**config.mk**
```make
export PLATFORM = sky130hd
export DESIGN_NAME = wb_arb2_flat
export DESIGN_NICKNAME = d
export VERILOG_FILES = /design/src/rtl/wb_arb2_if.sv /design/src/rtl/wb_arb2.sv /design/src/flat_wrapper.sv
export SDC_FILE = /design/constraint.sdc
export NUM_CORES = 1
export LEC_CHECK = 0
export BUFFER_PORTS_ARGS = -buffer_cell sky130_fd_sc_hd__buf_2
export CAP_MARGIN = 40
export CORE_AREA = 2 2 118 120
export CTS_CLUSTER_DIAMETER = 50
export DETAILED_ROUTE_END_ITERATION = 12
export DIE_AREA = 0 0 120 122
export SLEW_MARGIN = 20
export SYNTH_ARGS = -nofsm -noshare
export SYNTH_HDL_FRONTEND = slang
export SYNTH_SLANG_ARGS = --single-unit
```
**constraint.sdc**
```tcl
create_clock -name i_clk -period 2.72 [get_ports i_clk]
set_clock_uncertainty 0.15 [all_clocks]
set_input_delay 0.408 -clock i_clk [delete_from_list [all_inputs] [get_ports i_clk]]
set_output_delay 0.408 -clock i_clk [all_outputs]
set_load 0.005 [all_outputs]
```
**src/rtl/wb_arb2_if.sv**
```systemverilog
// Wishbone classic bus bundle for one master/slave link.
// dat_w flows master->slave, dat_r flows slave->master.
interface wb_arb2_if #(
  parameter int DATA_WIDTH = 32,
  parameter int ADDR_WIDTH = 32
);
  logic [ADDR_WIDTH-1:0] adr;
  logic [DATA_WIDTH-1:0] dat_w;
  logic [DATA_WIDTH-1:0] dat_r;
  logic                  we;
  logic                  stb;
  logic                  cyc;
  logic                  ack;
  logic                  err;

  modport master (output adr, dat_w, we, stb, cyc, input dat_r, ack);
  modport slave  (input adr, dat_w, we, stb, cyc, output dat_r, ack, err);
endinterface

```
**src/rtl/wb_arb2.sv**
```systemverilog
// Two-master Wishbone arbiter, grant held for the whole cyc tenure, round-robin on ties.
// Define WB_ARB_TIMEOUT_EN to add the ACK watchdog that aborts stuck slave accesses.
module wb_arb2 #(
  parameter int DATA_WIDTH     = 32,
  parameter int ADDR_WIDTH     = 32,
  parameter int TIMEOUT_CYCLES = 255
) (
  input  logic        i_clk,
  input  logic        i_rst_n,
  wb_arb2_if.slave    m0,
  wb_arb2_if.slave    m1,
  wb_arb2_if.master   s,
  output logic [1:0]  o_grant
);

  if (TIMEOUT_CYCLES < 2 || TIMEOUT_CYCLES > 65535) begin : g_bad_timeout
    $error("wb_arb2: TIMEOUT_CYCLES must be in 2..65535");
  end

  typedef enum logic [1:0] {IDLE, GNT0, GNT1} state_t;

  state_t state, state_d;
  logic   last_gnt;
  logic   own0, own1;
  logic   aborted, to;

  logic [ADDR_WIDTH-1:0] adr_sel;
  logic [DATA_WIDTH-1:0] dat_sel;
  logic                  we_sel, stb_sel, cyc_sel;

  assign own0 = (state == GNT0);
  assign own1 = (state == GNT1);

  always_ff @(posedge i_clk or negedge i_rst_n) begin
    if (!i_rst_n) begin
      state    <= IDLE;
      last_gnt <= 1'b1;
    end else begin
      state <= state_d;
      if (state_d == GNT0) last_gnt <= 1'b0;
      if (state_d == GNT1) last_gnt <= 1'b1;
    end
  end

  // Release goes straight to the other master if it is waiting: no idle bubble.
  always_comb begin
    state_d = state;
    case (state)
      IDLE: begin
        if (m0.cyc && (!m1.cyc || last_gnt)) state_d = GNT0;
        else if (m1.cyc)                     state_d = GNT1;
      end
      GNT0: if (!m0.cyc) state_d = m1.cyc ? GNT1 : IDLE;
      GNT1: if (!m1.cyc) state_d = m0.cyc ? GNT0 : IDLE;
      default: state_d = IDLE;
    endcase
  end

  always_comb begin
    adr_sel = '0;
    dat_sel = '0;
    we_sel  = 1'b0;
    stb_sel = 1'b0;
    cyc_sel = 1'b0;
    if (own0) begin
      adr_sel = m0.adr; dat_sel = m0.dat_w; we_sel = m0.we; stb_sel = m0.stb; cyc_sel = m0.cyc;
    end else if (own1) begin
      adr_sel = m1.adr; dat_sel = m1.dat_w; we_sel = m1.we; stb_sel = m1.stb; cyc_sel = m1.cyc;
    end
  end

  assign s.adr   = adr_sel;
  assign s.dat_w = dat_sel;
  assign s.we    = we_sel;
  assign s.cyc   = cyc_sel & ~aborted;
  assign s.stb   = stb_sel & ~aborted;

`ifdef WB_ARB_TIMEOUT_EN
  localparam int CW = $clog2(TIMEOUT_CYCLES + 1);
  logic [CW-1:0] cnt;

  assign to = (own0 | own1) && (cnt == CW'(TIMEOUT_CYCLES));

  always_ff @(posedge i_clk or negedge i_rst_n) begin
    if (!i_rst_n) begin
      cnt     <= '0;
      aborted <= 1'b0;
    end else if (state_d != state) begin
      cnt     <= '0;
      aborted <= 1'b0;
    end else if (to) begin
      cnt     <= '0;
      aborted <= 1'b1;
    end else if (s.stb && !s.ack) begin
      cnt <= cnt + 1'b1;
    end else begin
      cnt <= '0;
    end
  end
`else
  assign to      = 1'b0;
  assign aborted = 1'b0;
`endif

  // An ACK coinciding with the error pulse is dropped so a master never sees both.
  assign m0.ack   = own0 & s.ack & ~aborted & ~to;
  assign m1.ack   = own1 & s.ack & ~aborted & ~to;
  assign m0.dat_r = own0 ? s.dat_r : '0;
  assign m1.dat_r = own1 ? s.dat_r : '0;
  assign m0.err   = own0 & to;
  assign m1.err   = own1 & to;
  assign o_grant  = {own1, own0};

endmodule

```
**src/flat_wrapper.sv**
```systemverilog
// flat-port wrapper written by rule: the top's interface ports become plain ports
module wb_arb2_flat 
#(
  parameter int DATA_WIDTH     = 32,
  parameter int ADDR_WIDTH     = 32,
  parameter int TIMEOUT_CYCLES = 255
)
  (i_clk, i_rst_n, o_grant, m0_adr, m0_dat_w, m0_we, m0_stb, m0_cyc, m0_dat_r, m0_ack, m0_err, m1_adr, m1_dat_w, m1_we, m1_stb, m1_cyc, m1_dat_r, m1_ack, m1_err, s_adr, s_dat_w, s_we, s_stb, s_cyc, s_dat_r, s_ack);
  wb_arb2_if #(.DATA_WIDTH(DATA_WIDTH), .ADDR_WIDTH(ADDR_WIDTH)) m0_i ();
  wb_arb2_if #(.DATA_WIDTH(DATA_WIDTH), .ADDR_WIDTH(ADDR_WIDTH)) m1_i ();
  wb_arb2_if #(.DATA_WIDTH(DATA_WIDTH), .ADDR_WIDTH(ADDR_WIDTH)) s_i ();
  input  logic i_clk;
  input  logic i_rst_n;
  output logic [1:0] o_grant;
  input wire logic [$bits(m0_i.adr)-1:0] m0_adr;
  input wire logic [$bits(m0_i.dat_w)-1:0] m0_dat_w;
  input wire logic [$bits(m0_i.we)-1:0] m0_we;
  input wire logic [$bits(m0_i.stb)-1:0] m0_stb;
  input wire logic [$bits(m0_i.cyc)-1:0] m0_cyc;
  output wire logic [$bits(m0_i.dat_r)-1:0] m0_dat_r;
  output wire logic [$bits(m0_i.ack)-1:0] m0_ack;
  output wire logic [$bits(m0_i.err)-1:0] m0_err;
  input wire logic [$bits(m1_i.adr)-1:0] m1_adr;
  input wire logic [$bits(m1_i.dat_w)-1:0] m1_dat_w;
  input wire logic [$bits(m1_i.we)-1:0] m1_we;
  input wire logic [$bits(m1_i.stb)-1:0] m1_stb;
  input wire logic [$bits(m1_i.cyc)-1:0] m1_cyc;
  output wire logic [$bits(m1_i.dat_r)-1:0] m1_dat_r;
  output wire logic [$bits(m1_i.ack)-1:0] m1_ack;
  output wire logic [$bits(m1_i.err)-1:0] m1_err;
  output wire logic [$bits(s_i.adr)-1:0] s_adr;
  output wire logic [$bits(s_i.dat_w)-1:0] s_dat_w;
  output wire logic [$bits(s_i.we)-1:0] s_we;
  output wire logic [$bits(s_i.stb)-1:0] s_stb;
  output wire logic [$bits(s_i.cyc)-1:0] s_cyc;
  input wire logic [$bits(s_i.dat_r)-1:0] s_dat_r;
  input wire logic [$bits(s_i.ack)-1:0] s_ack;
  assign m0_i.adr = m0_adr;
  assign m0_i.dat_w = m0_dat_w;
  assign m0_i.we = m0_we;
  assign m0_i.stb = m0_stb;
  assign m0_i.cyc = m0_cyc;
  assign m0_dat_r = m0_i.dat_r;
  assign m0_ack = m0_i.ack;
  assign m0_err = m0_i.err;
  assign m1_i.adr = m1_adr;
  assign m1_i.dat_w = m1_dat_w;
  assign m1_i.we = m1_we;
  assign m1_i.stb = m1_stb;
  assign m1_i.cyc = m1_cyc;
  assign m1_dat_r = m1_i.dat_r;
  assign m1_ack = m1_i.ack;
  assign m1_err = m1_i.err;
  assign s_adr = s_i.adr;
  assign s_dat_w = s_i.dat_w;
  assign s_we = s_i.we;
  assign s_stb = s_i.stb;
  assign s_cyc = s_i.cyc;
  assign s_i.dat_r = s_dat_r;
  assign s_i.ack = s_ack;
  wb_arb2 #(.DATA_WIDTH(DATA_WIDTH), .ADDR_WIDTH(ADDR_WIDTH), .TIMEOUT_CYCLES(TIMEOUT_CYCLES)) u_core (.i_clk(i_clk), .i_rst_n(i_rst_n), .m0(m0_i), .m1(m1_i), .s(s_i), .o_grant(o_grant));
endmodule
```
After elaboration in Yosys (flattened, before gate mapping)
Cells that the tools add are included.

word-level totals
  register bits after elaboration = 3
  input bits = 169

cells by class
  eq/ne operators = 4
  multiplexer cells = 21
  bitwise logic cells = 2
  reduce and logical (&&, ||, !) cells = 5

operators by type and width
  cell                                                 count
  two-way mux 32 bit                                   6
  two-way mux 2 bit                                    5
  two-way mux 1 bit                                    9
  one-hot mux 2 bit (3 select lines)                   1
  equality test 2 x 1 -> 1 bit, second input constant  2
  equality test 2 bit, second input constant           2
  bitwise AND 1 bit                                    2
  zero test 2 bit                                      1
  nonzero test 2 bit                                   1
  logical AND 1 bit                                    1
  zero test 1 bit                                      1
  logical OR 1 bit                                     1

Depth between registers and ports, before layout
Gate-level depths: netlist (run 1).

  word-level depth = 8
  mapped depth = 4
  mapped depth without buffers = 4

Worst setup path before layout (run 1)
No wires, ideal clock.

  kind = register -> output
  start = reg u_core.state[1]
  end = out s_dat_w[25]
  arrival = 1074 ps
  data required time = 2162 ps
  setup slack = 1088 ps
  cell stages (with the launch flop) = 5
  path buffers = 2
  cells stage by stage = dfrtp_1 nor2b_2 buf_6 buf_4 a22o_1

between the ends
  longest elaborated chain between the ends = 3
  elaborated cells between the ends (all ways) = 4
  classes of those cells = eq/ne (2); mux (2)

RTL lines
  element                 RTL line            RTL
  from (decl)             wb_arb2.sv:22       state_t state, state_d;
  from (signal assigned)  wb_arb2.sv:39       state <= state_d;
  equality test 2 bit     wb_arb2.sv:32       assign own1 = (state == GNT1);
  two-way mux 32 bit      wb_arb2.sv:67       end else if (own1) begin
  two-way mux 32 bit *    wb_arb2.sv:65       if (own0) begin
  to (decl)               flat_wrapper.sv:32  output wire logic [$bits(s_i.dat_w)-1:0] s_dat_w;

Mark *: on every way between the ends. The rest lies on a longest branch, timed or not.

Worst setup path after layout (run 1)
  start = reg u_core.state[1]
  end = out s_dat_w[15]

Same word-level chain as after synthesis.

==> impl_metrics.yaml, run 1 <==
status:
  status: "completed"
setup_path:
  cp-end-kind: "output port"
  reg2reg_from: "u_core.state[1]"
  worstPathRequired_ns: 2.16
  path_class: "reg -> out"
  worstPathArrival_ns: 1.66
  critPathMaxFanout: 55
  critPathLaunch: "u_core.state[1]"
  reg2reg_depth: 3
  reg2reg_setup_slack_ns: 1.05
  cp-start-kind: "flip-flop"
  endpoint: "s_dat_w[15]"
  rr_endpoint: "u_core.last_gnt"
routing:
  drtPass1Iterations: 4
  ant_nets: 0
  finalWirelength_um: 8876
  drtIter0Drc: 108
  vias: 2444
  post_drt_wl_per_cell_um: 13.83
  drc_errors: 0
  drt-vias-per-instance: 3.807
synth:
  synth_cells: 175
  post-synth-top-area-fraction: 0.4147
  synth_area_um2: 1415
  yosys_warnings: 0
  ys_ff_latch: 3
  ys_types: 19
  syn_avg_cell_area_um2: 8.086
  yosysSeqAreaShare: 0.05393
  synth_area_leader_cell: "a22o_1"
  synth_area_leaders: "a22o_1 41%, and2_1 29%, buf_6 11%"
cells_and_area:
  final_cells: 642
  final_common_cell: "buf_2"
  final_nets: 633
  final_cell_mix: "303 x buf_2, 67 x a22o_1, 66 x and2_1, 4 x buf_4, 3 x clkbuf_16"
  drive_gt1_frac: 0.6818
  seqCellArea_um2: 76.32
  n_antenna_cell: 0
  fillers: 1499
  area_delta_synth_final_pct: 115.3
  multi_input_area_um2: 1106
placed_design:
  pre_cts_slack_ns: 0.7352
  io_buffers: 303
  dpl.cell_count: 637
  post-dp-hpwl_um: 7387
  gp_congestion: 0.8373
clock_tree:
  cts_buffers: 3
  cts-htree-levels: 1
  cts-root-buf: "clkbuf_16"
  cts.clk_slew.worst_paths_ns: 0.03
  clock-sinks: 3
  insertion_delay_ns: 0.22
  cts_tree: "built"
  clk_path_buf_depth: 2
min_path:
  hold_depth: 2
  hp-class: "in -> reg"
timing:
  setup_viol: 0
  slew_headroom: 0.6592
  setup_slack_ns: 0.5055
  fmaxAchievable_mhz: 451.6
  fin_crit_sh: 0.8142
  whs_ns: 0.3055
  fin_crit_ns: 2.215
  rsz0062_at_grt: "false"
  worst_slew_pin_slew_ns: 0.5112
  finalHoldViolCount: 0
  report.final.slew_viol_count: 0
  tns_ns: 0
floorplan:
  rows: 43
  start_util: 0.1048
  fp.dieArea_um2: 14640
  die_y_um: 122
  coreArea_um2: 13500
  die_x_um: 120
  io_pins: 306
global_route:
  grt_usage: 0.1019
  grt_start_max_net_pins: 56
  antenna_found_initial: 1
  grt_pass1_wl_um: 11830
  grt.overflow.total: 0
  grt_pass1_vias: 2101
power:
  ir_drop_v: 0.0005024
  power_density_nw_per_um2: 478.8
  p_total_mw: 1.459
  power_leakage_nw: 1.918
job:
  cap_violations: 0
## power breakdown
part / internal [mW] / switching (mW) / total [mW]
Sequential: 0.0631 / 0.0158 / 0.0789
Combinational: 0.603 / 0.545 / 1.15
Clock: 0.193 / 0.0384 / 0.232
## worst max-delay path, stage by stage (launching register included)
cell and delay, ns:
dfrtp_1 0.43, nor2b_4 0.18, buf_4 0.42, a22o_1 0.24, buf_2 0.12
## cells in the mapped netlist, drive strengths merged
cell / count
dfrtp: 2
inv: 1
nand2b: 1
nor2b: 3
and2: 66
dfstp: 1
o32ai: 1
nor2: 1
mux2: 1
o21ba: 1
buf: 26
o21a: 1
ha: 1
o21ai: 1
a22o: 67
conb: 1
## sequential cells by signal (all words and copies together), names as in the netlist
signal           cells
u_core.last_gnt      1
u_core.state         2
## layer usage
metal	track usage	share of wire	up-vias	wire length, um
met5	0	0.0019	-	17
met3	0.02013	0.089	4	787
met2	0.1747	0.48	140	4232
met1	0.1379	0.43	1086	3832
li1	-	-	1212	-
met4	0.006618	0.00079	2	7
## worst min-delay path by stage
stage | start | endpoint | slack [ns]
6_report | m0_cyc | u_core.state[0] | 0.31
3_5_place_dp | i_rst_n | u_core.state[0] | 0.06
5_1_grt | m0_cyc | u_core.state[0] | 0.31
2_1_floorplan | i_rst_n | u_core.state[0] | -0.04
4_1_cts | m0_cyc | u_core.state[0] | 0.30
3_3_place_gp | i_rst_n | u_core.state[1] | 0.06
## per-stage QoR
step	cell area, um^2	util
final	3047	0.2256
after global placement	2958	0.2190
after CTS	3047	0.2256
after detailed placement	2958	0.2190
after floorplan	1419	-
after global routing	3047	0.2256
## timing repair
action                    in CTS  in global routing
hold endpoints to repair       2                  0
gates resized for setup        0                  0
hold buffers                   1                  0
setup buffers                  0                  0
## cell type report
class | instances | share of cell area
Timing Repair Buffer | 308 | 0.5109
Multi-Input combinational cell | 146 | 0.3630
Tap cell | 180 | 0.07392
Clock buffer | 4 | 0.02587
Sequential cell | 3 | 0.02505
Inverter | 1 | 0.001232
## kinds of logic after synthesis
logic type | share of synthesized area
other cells | 0.002650
buf+inv | 0.1742
simple gates | 0.3157
mux | 0.007957
fa+ha+maj | 0.008840
flops | 0.05394
compound gates | 0.4368
(Power assumes the default switching activity.)
==> run 2: changes to the inputs <==
==> constraint.sdc (replaced) <==
create_clock -name i_clk -period 1.95 [get_ports i_clk]
set_clock_uncertainty 0.15 [all_clocks]
set_input_delay 0.2925 -clock i_clk [delete_from_list [all_inputs] [get_ports i_clk]]
set_output_delay 0.2925 -clock i_clk [all_outputs]
set_load 0.005 [all_outputs]
==> impl_metrics.yaml, run 2 (synthesized netlist as in run 1, its figures left out) <==
cells_and_area:
  largest_reg_flops: 2
  area_delta_synth_final_pct: 133.9
  reg_top3: "u_core.state (2), u_core.last_gnt (1)"
  n_antenna_cell: 0
  final_area_um2: 3309
  final_cell_mix: "302 x buf_2, 67 x a22o_1, 66 x and2_1, 7 x clkbuf_16"
  final_nets: 645
  final_common_cell: "buf_2"
  final_cells: 654
  top_register: "u_core.state"
  drive_gt1_frac: 0.6941
clock_tree:
  cts_buffers: 3
  cts-htree-levels: 1
  insertion_delay_ns: 0.22
  clock-sinks: 3
  cts_tree: "built"
  cts-root-buf: "clkbuf_16"
  cts.clk_slew.worst_paths_ns: 0.03
  clk_path_buf_depth: 2
routing:
  vias: 2515
  drtPass1Iterations: 4
  drtIter0Drc: 71
  drt-vias-per-instance: 3.846
  ant_nets: 0
  post_drt_wl_per_cell_um: 14.85
  finalWirelength_um: 9709
  drc_errors: 0
setup_path:
  path_buf_inv: 4
  cp-end-kind: "output port"
  path_class: "reg -> out"
  reg2reg_from: "u_core.state[1]"
  worstPathRequired_ns: 1.51
  critPathLaunch: "u_core.state[0]"
  cp-start-kind: "flip-flop"
  path_cells: "nor2b_4 > buf_12 > buf_12 > clkbuf_16 > a22o_1 > buf_2"
  critPathMaxFanout: 6
  cpMostUsedCell: "buf_12"
  crit_slowest_cell: "dfrtp_2"
  critPathMaxStageDelay_ns: 0.43
  cpLargestDelayFamily: "buffers and inverters"
  worstPathArrival_ns: 1.51
placed_design:
  post-dp-hpwl_um: 7246
  postPlaceCellArea_um2: 3008
  io_buffers: 303
  dpl.cell_count: 637
  gp_congestion: 0.8368
power:
  power_density_nw_per_um2: 712.1
  power_leakage_nw: 2.029
  combPwrFrac: 0.815
  p_sw_frac: 0.3943
  p_switching_uw: 929.3
  ir_drop_v: 0.0006307
  clock_power_share: 0.138
  intPower_mw: 1.427
  seqPwrFrac: 0.047
timing:
  fmaxAchievable_mhz: 511.1
  setup_viol: 1
  fin_crit_sh: 1.003
  rsz0062_at_grt: "true"
  report.final.slew_viol_count: 0
  fin_crit_ns: 1.956
  finalHoldViolCount: 0
  tns_ns: -0.006453
  setup_slack_ns: -0.006453
global_route:
  grt.overflow.total: 0
  grt_pass1_vias: 2143
  grt_usage: 0.09918
  antenna_found_initial: 1
  grt_pass1_wl_um: 11670
  grt_start_max_net_pins: 56
floorplan:
  start_util: 0.1048
  fp.dieArea_um2: 14640
  die_y_um: 122
  die_x_um: 120
  io_pins: 306
  rows: 43
  coreArea_um2: 13500
status:
  violations: "negative setup slack"
  status: "finished with violations"
min_path:
  hp-class: "in -> reg"
  min-delay-start: "m0_cyc"
job:
  cap_violations: 0
run 2: cell types whose count changed in the layout (fill, tap and decap cells not counted), sizes merged:
cell,previous run,this run
buf,307,315
clkbuf,4,8
run 2: worst paths after layout:
path / end / slack (ns) / cells after the start
max in group asynchronous: u_core.last_gnt / 1.20 / 2
min in group asynchronous: u_core.state[0] / 0.26 / 2
worst min-delay path: u_core.state[0] / 0.19 / 2
worst max-delay path: s_adr[0] / -0.006 / 6
worst max register to register: u_core.last_gnt / 0.21 / 4
worst min register to register: u_core.last_gnt / 0.48 / 1
run 2: power groups by stage:
stage	Combinational (mW)	Sequential, mW	Clock [mW]
final	1.92	0.112	0.324
after global routing	2.09	0.115	0.336
after global placement	1.67	0.111	0
after CTS	1.68	0.113	0.331
after floorplan	0.973	0.102	0
after detailed placement	1.66	0.112	0
run 2: routing by layer:
layer  vias to the layer above  wire, um  track usage
met3                         6       794      0.01451
met2                       144      4544       0.1697
met5                         -        17            0
met4                         2        46      0.01397
met1                      1124      4306       0.1347
li1                       1239         -            -
run 2: worst reg2reg max path, stage by stage, from the launching register on:
cell and delay, ns:
dfrtp_2 0.42, buf_4 0.14, o32ai_1 0.37, ha_1 0.31, mux2_2 0.27
run 2: layout make-up:
cell class              count  area [um^2]
well taps                 180        225.2
fillers                  1493        10190
inverters                   1        3.754
repair buffers            320         1817
clock buffers               4        78.83
multi-input cells         146         1106
flip-flops and latches      3        78.83
run 2: per-stage QoR:
stage / util / hold WS, ns / worst slack, ns / total power, mW
finish: 0.2451 / 0.1867 / -0.006453 / 2.357
detailed placement: 0.2227 / -0.06023 / 0.2421 / 1.775
floorplan: - / -0.1531 / 0.4060 / 1.075
global placement: 0.2227 / -0.05910 / 0.2609 / 1.783
CTS: 0.2294 / 0.1863 / 0.01773 / 2.119
global route: 0.2451 / 0.1943 / -0.05592 / 2.545
run 2: timing repair:
| action | CTS | global route |
|---|---|---|
| gates cloned | 0 | 7 |
| hold endpoints to repair | 3 | 0 |
| pin swaps | 0 | 7 |
| gates resized for setup | 1 | 5 |
| buffers inserted | 0 | 5 |
| endpoints found under the setup margin | 3 | 30 |
| hold buffers | 1 | 0 |
==> run 3: changes to the inputs <==
--- a/config.mk
+++ b/config.mk
@@ -11,6 +11,8 @@
 export CTS_CLUSTER_DIAMETER = 50
 export DETAILED_ROUTE_END_ITERATION = 12
 export DIE_AREA = 0 0 120 122
+export RECOVER_POWER = 50
+export SKIP_CTS_REPAIR_TIMING = 1
 export SLEW_MARGIN = 20
 export SYNTH_ARGS = -nofsm -noshare
 export SYNTH_HDL_FRONTEND = slang
==> impl_metrics.yaml, run 3 (synthesized netlist as in run 1, its figures left out) <==
cells_and_area:
  reg_top3: "u_core.state (2), u_core.last_gnt (1)"
  final_nets: 647
  final_cell_mix: "302 x buf_2, 67 x a22o_1, 66 x and2_1, 7 x clkbuf_16"
  utilization: 0.2459
  final_common_cell: "buf_2"
  top_register: "u_core.state"
  final_cells: 656
  drive_gt1_frac: 0.6933
  largest_reg_flops: 2
  area_delta_synth_final_pct: 134.7
  n_antenna_cell: 0
setup_path:
  rr_endpoint: "u_core.last_gnt"
  path_cells: "nor2b_4 > buf_12 > buf_12 > clkbuf_16 > a22o_1 > buf_2"
  critPathMaxFanout: 6
  reg2reg_from: "u_core.state[1]"
  reg2reg_setup_slack_ns: 0.20
  worstPathRequired_ns: 1.51
  worstPathArrival_ns: 1.52
  cpMostUsedCell: "buf_12"
  cpLargestDelayFamily: "buffers and inverters"
  path_class: "reg -> out"
  path_buf_inv: 4
  cp-end-kind: "output port"
  cp-start-kind: "flip-flop"
  critPathMaxStageDelay_ns: 0.43
  crit_slowest_cell: "dfrtp_2"
  reg2reg_depth: 4
global_route:
  grt.overflow.total: 0
  grt_start_max_net_pins: 56
  grt_pass1_wl_um: 11630
  grt_usage: 0.09870
  grt_pass1_vias: 2136
  antenna_found_initial: 1
power:
  power_leakage_nw: 2.036
  p_sw_frac: 0.3972
  seqPwrFrac: 0.047
  p_total_mw: 2.388
  combPwrFrac: 0.817
  clock_power_share: 0.136
  p_switching_uw: 948.3
  intPower_mw: 1.439
  power_density_nw_per_um2: 719.0
  ir_drop_v: 0.0006318
clock_tree:
  cts-htree-levels: 1
  cts_tree: "built"
  cts-root-buf: "clkbuf_16"
  cts_buffers: 3
  clk_path_buf_depth: 2
  clock-sinks: 3
  insertion_delay_ns: 0.22
  cts.clk_slew.worst_paths_ns: 0.03
placed_design:
  dpl.cell_count: 637
  io_buffers: 303
  post-dp-hpwl_um: 7246
  pre_cts_slack_ns: 0.2421
  gp_congestion: 0.8368
status:
  status: "finished with violations"
  violations: "negative setup slack"
min_path:
  hold_end: "u_core.state[0]"
  hp-class: "in -> reg"
  min-delay-start: "m0_cyc"
  hold_depth: 2
timing:
  rsz0062_at_grt: "true"
  setup_slack_ns: -0.009264
  report.final.slew_viol_count: 0
  fin_crit_sh: 1.005
  fin_crit_ns: 1.959
  whs_ns: 0.1871
  fmaxAchievable_mhz: 510.4
  setup_viol: 1
  finalHoldViolCount: 0
floorplan:
  fp.dieArea_um2: 14640
  start_util: 0.1048
  coreArea_um2: 13500
  io_pins: 306
  die_y_um: 122
  rows: 43
  die_x_um: 120
job:
  cap_violations: 0
routing:
  vias: 2536
  drt-vias-per-instance: 3.866
  drtIter0Drc: 99
  finalWirelength_um: 9942
  drc_errors: 0
  ant_nets: 0
  post_drt_wl_per_cell_um: 15.16
  drtPass1Iterations: 4
-- run 3: cell types whose count changed in the layout (fill, tap and decap cells not counted) --
cell,delta
buf_4,+1
clkbuf_1,+1
-- run 3: worst register-to-register path, stage by stage (launching register included) --
cell and delay [ns]:
dfrtp_2 0.43, buf_4 0.15, o32ai_1 0.37, ha_1 0.31
mux2_2 0.27
-- run 3: power groups by stage --
| stage | Sequential [mW] | Combinational, mW | Clock, mW |
|---|---|---|---|
| 4_1_cts | 0.112 | 1.67 | 0.331 |
| 3_3_place_gp | 0.111 | 1.67 | 0 |
| 6_report | 0.112 | 1.95 | 0.325 |
| 5_1_grt | 0.115 | 2.13 | 0.336 |
| 3_5_place_dp | 0.112 | 1.66 | 0 |
| 2_1_floorplan | 0.102 | 0.973 | 0 |
-- run 3: cell type report --
type,count,area (um^2)
flip-flops and latches,3,78.83
well taps,180,225.2
clock buffers,4,78.83
multi-input cells,146,1106
repair buffers,322,1828
fillers,1492,10180
inverters,1,3.754
-- run 3: per-stage QoR --
step | setup TNS [ns] | cell area, um^2
5_1_grt | -0.6292 | 3321
4_1_cts | -0.02420 | 3087
3_5_place_dp | 0 | 3008
3_3_place_gp | 0 | 3008
6_report | -0.009264 | 3321
2_1_floorplan | 0 | 1419
-- run 3: layer usage --
layer  track usage  wire length [um]  part of all wire  vias to the layer above
met4       0.01397                46            0.0046                        2
li1              -                 -                 -                     1245
met3       0.01451               821             0.083                        6
met2        0.1680              4643              0.47                      151
met5             0                17            0.0017                        -
met1        0.1348              4412              0.44                     1132
-- run 3: worst max-delay path by stage --
stage	startpoint	endpoint	slack (ns)	cells past startpoint
floorplan	u_core.last_gnt	u_core.last_gnt	0.41	4
global placement	u_core.state[1]	s_dat_w[2]	0.26	4
detailed placement	u_core.state[1]	s_dat_w[2]	0.24	4
CTS	u_core.state[1]	s_dat_w[2]	-0.01	4
global route	u_core.state[0]	s_adr[0]	-0.06	6
finish	u_core.state[0]	s_adr[0]	-0.009	6
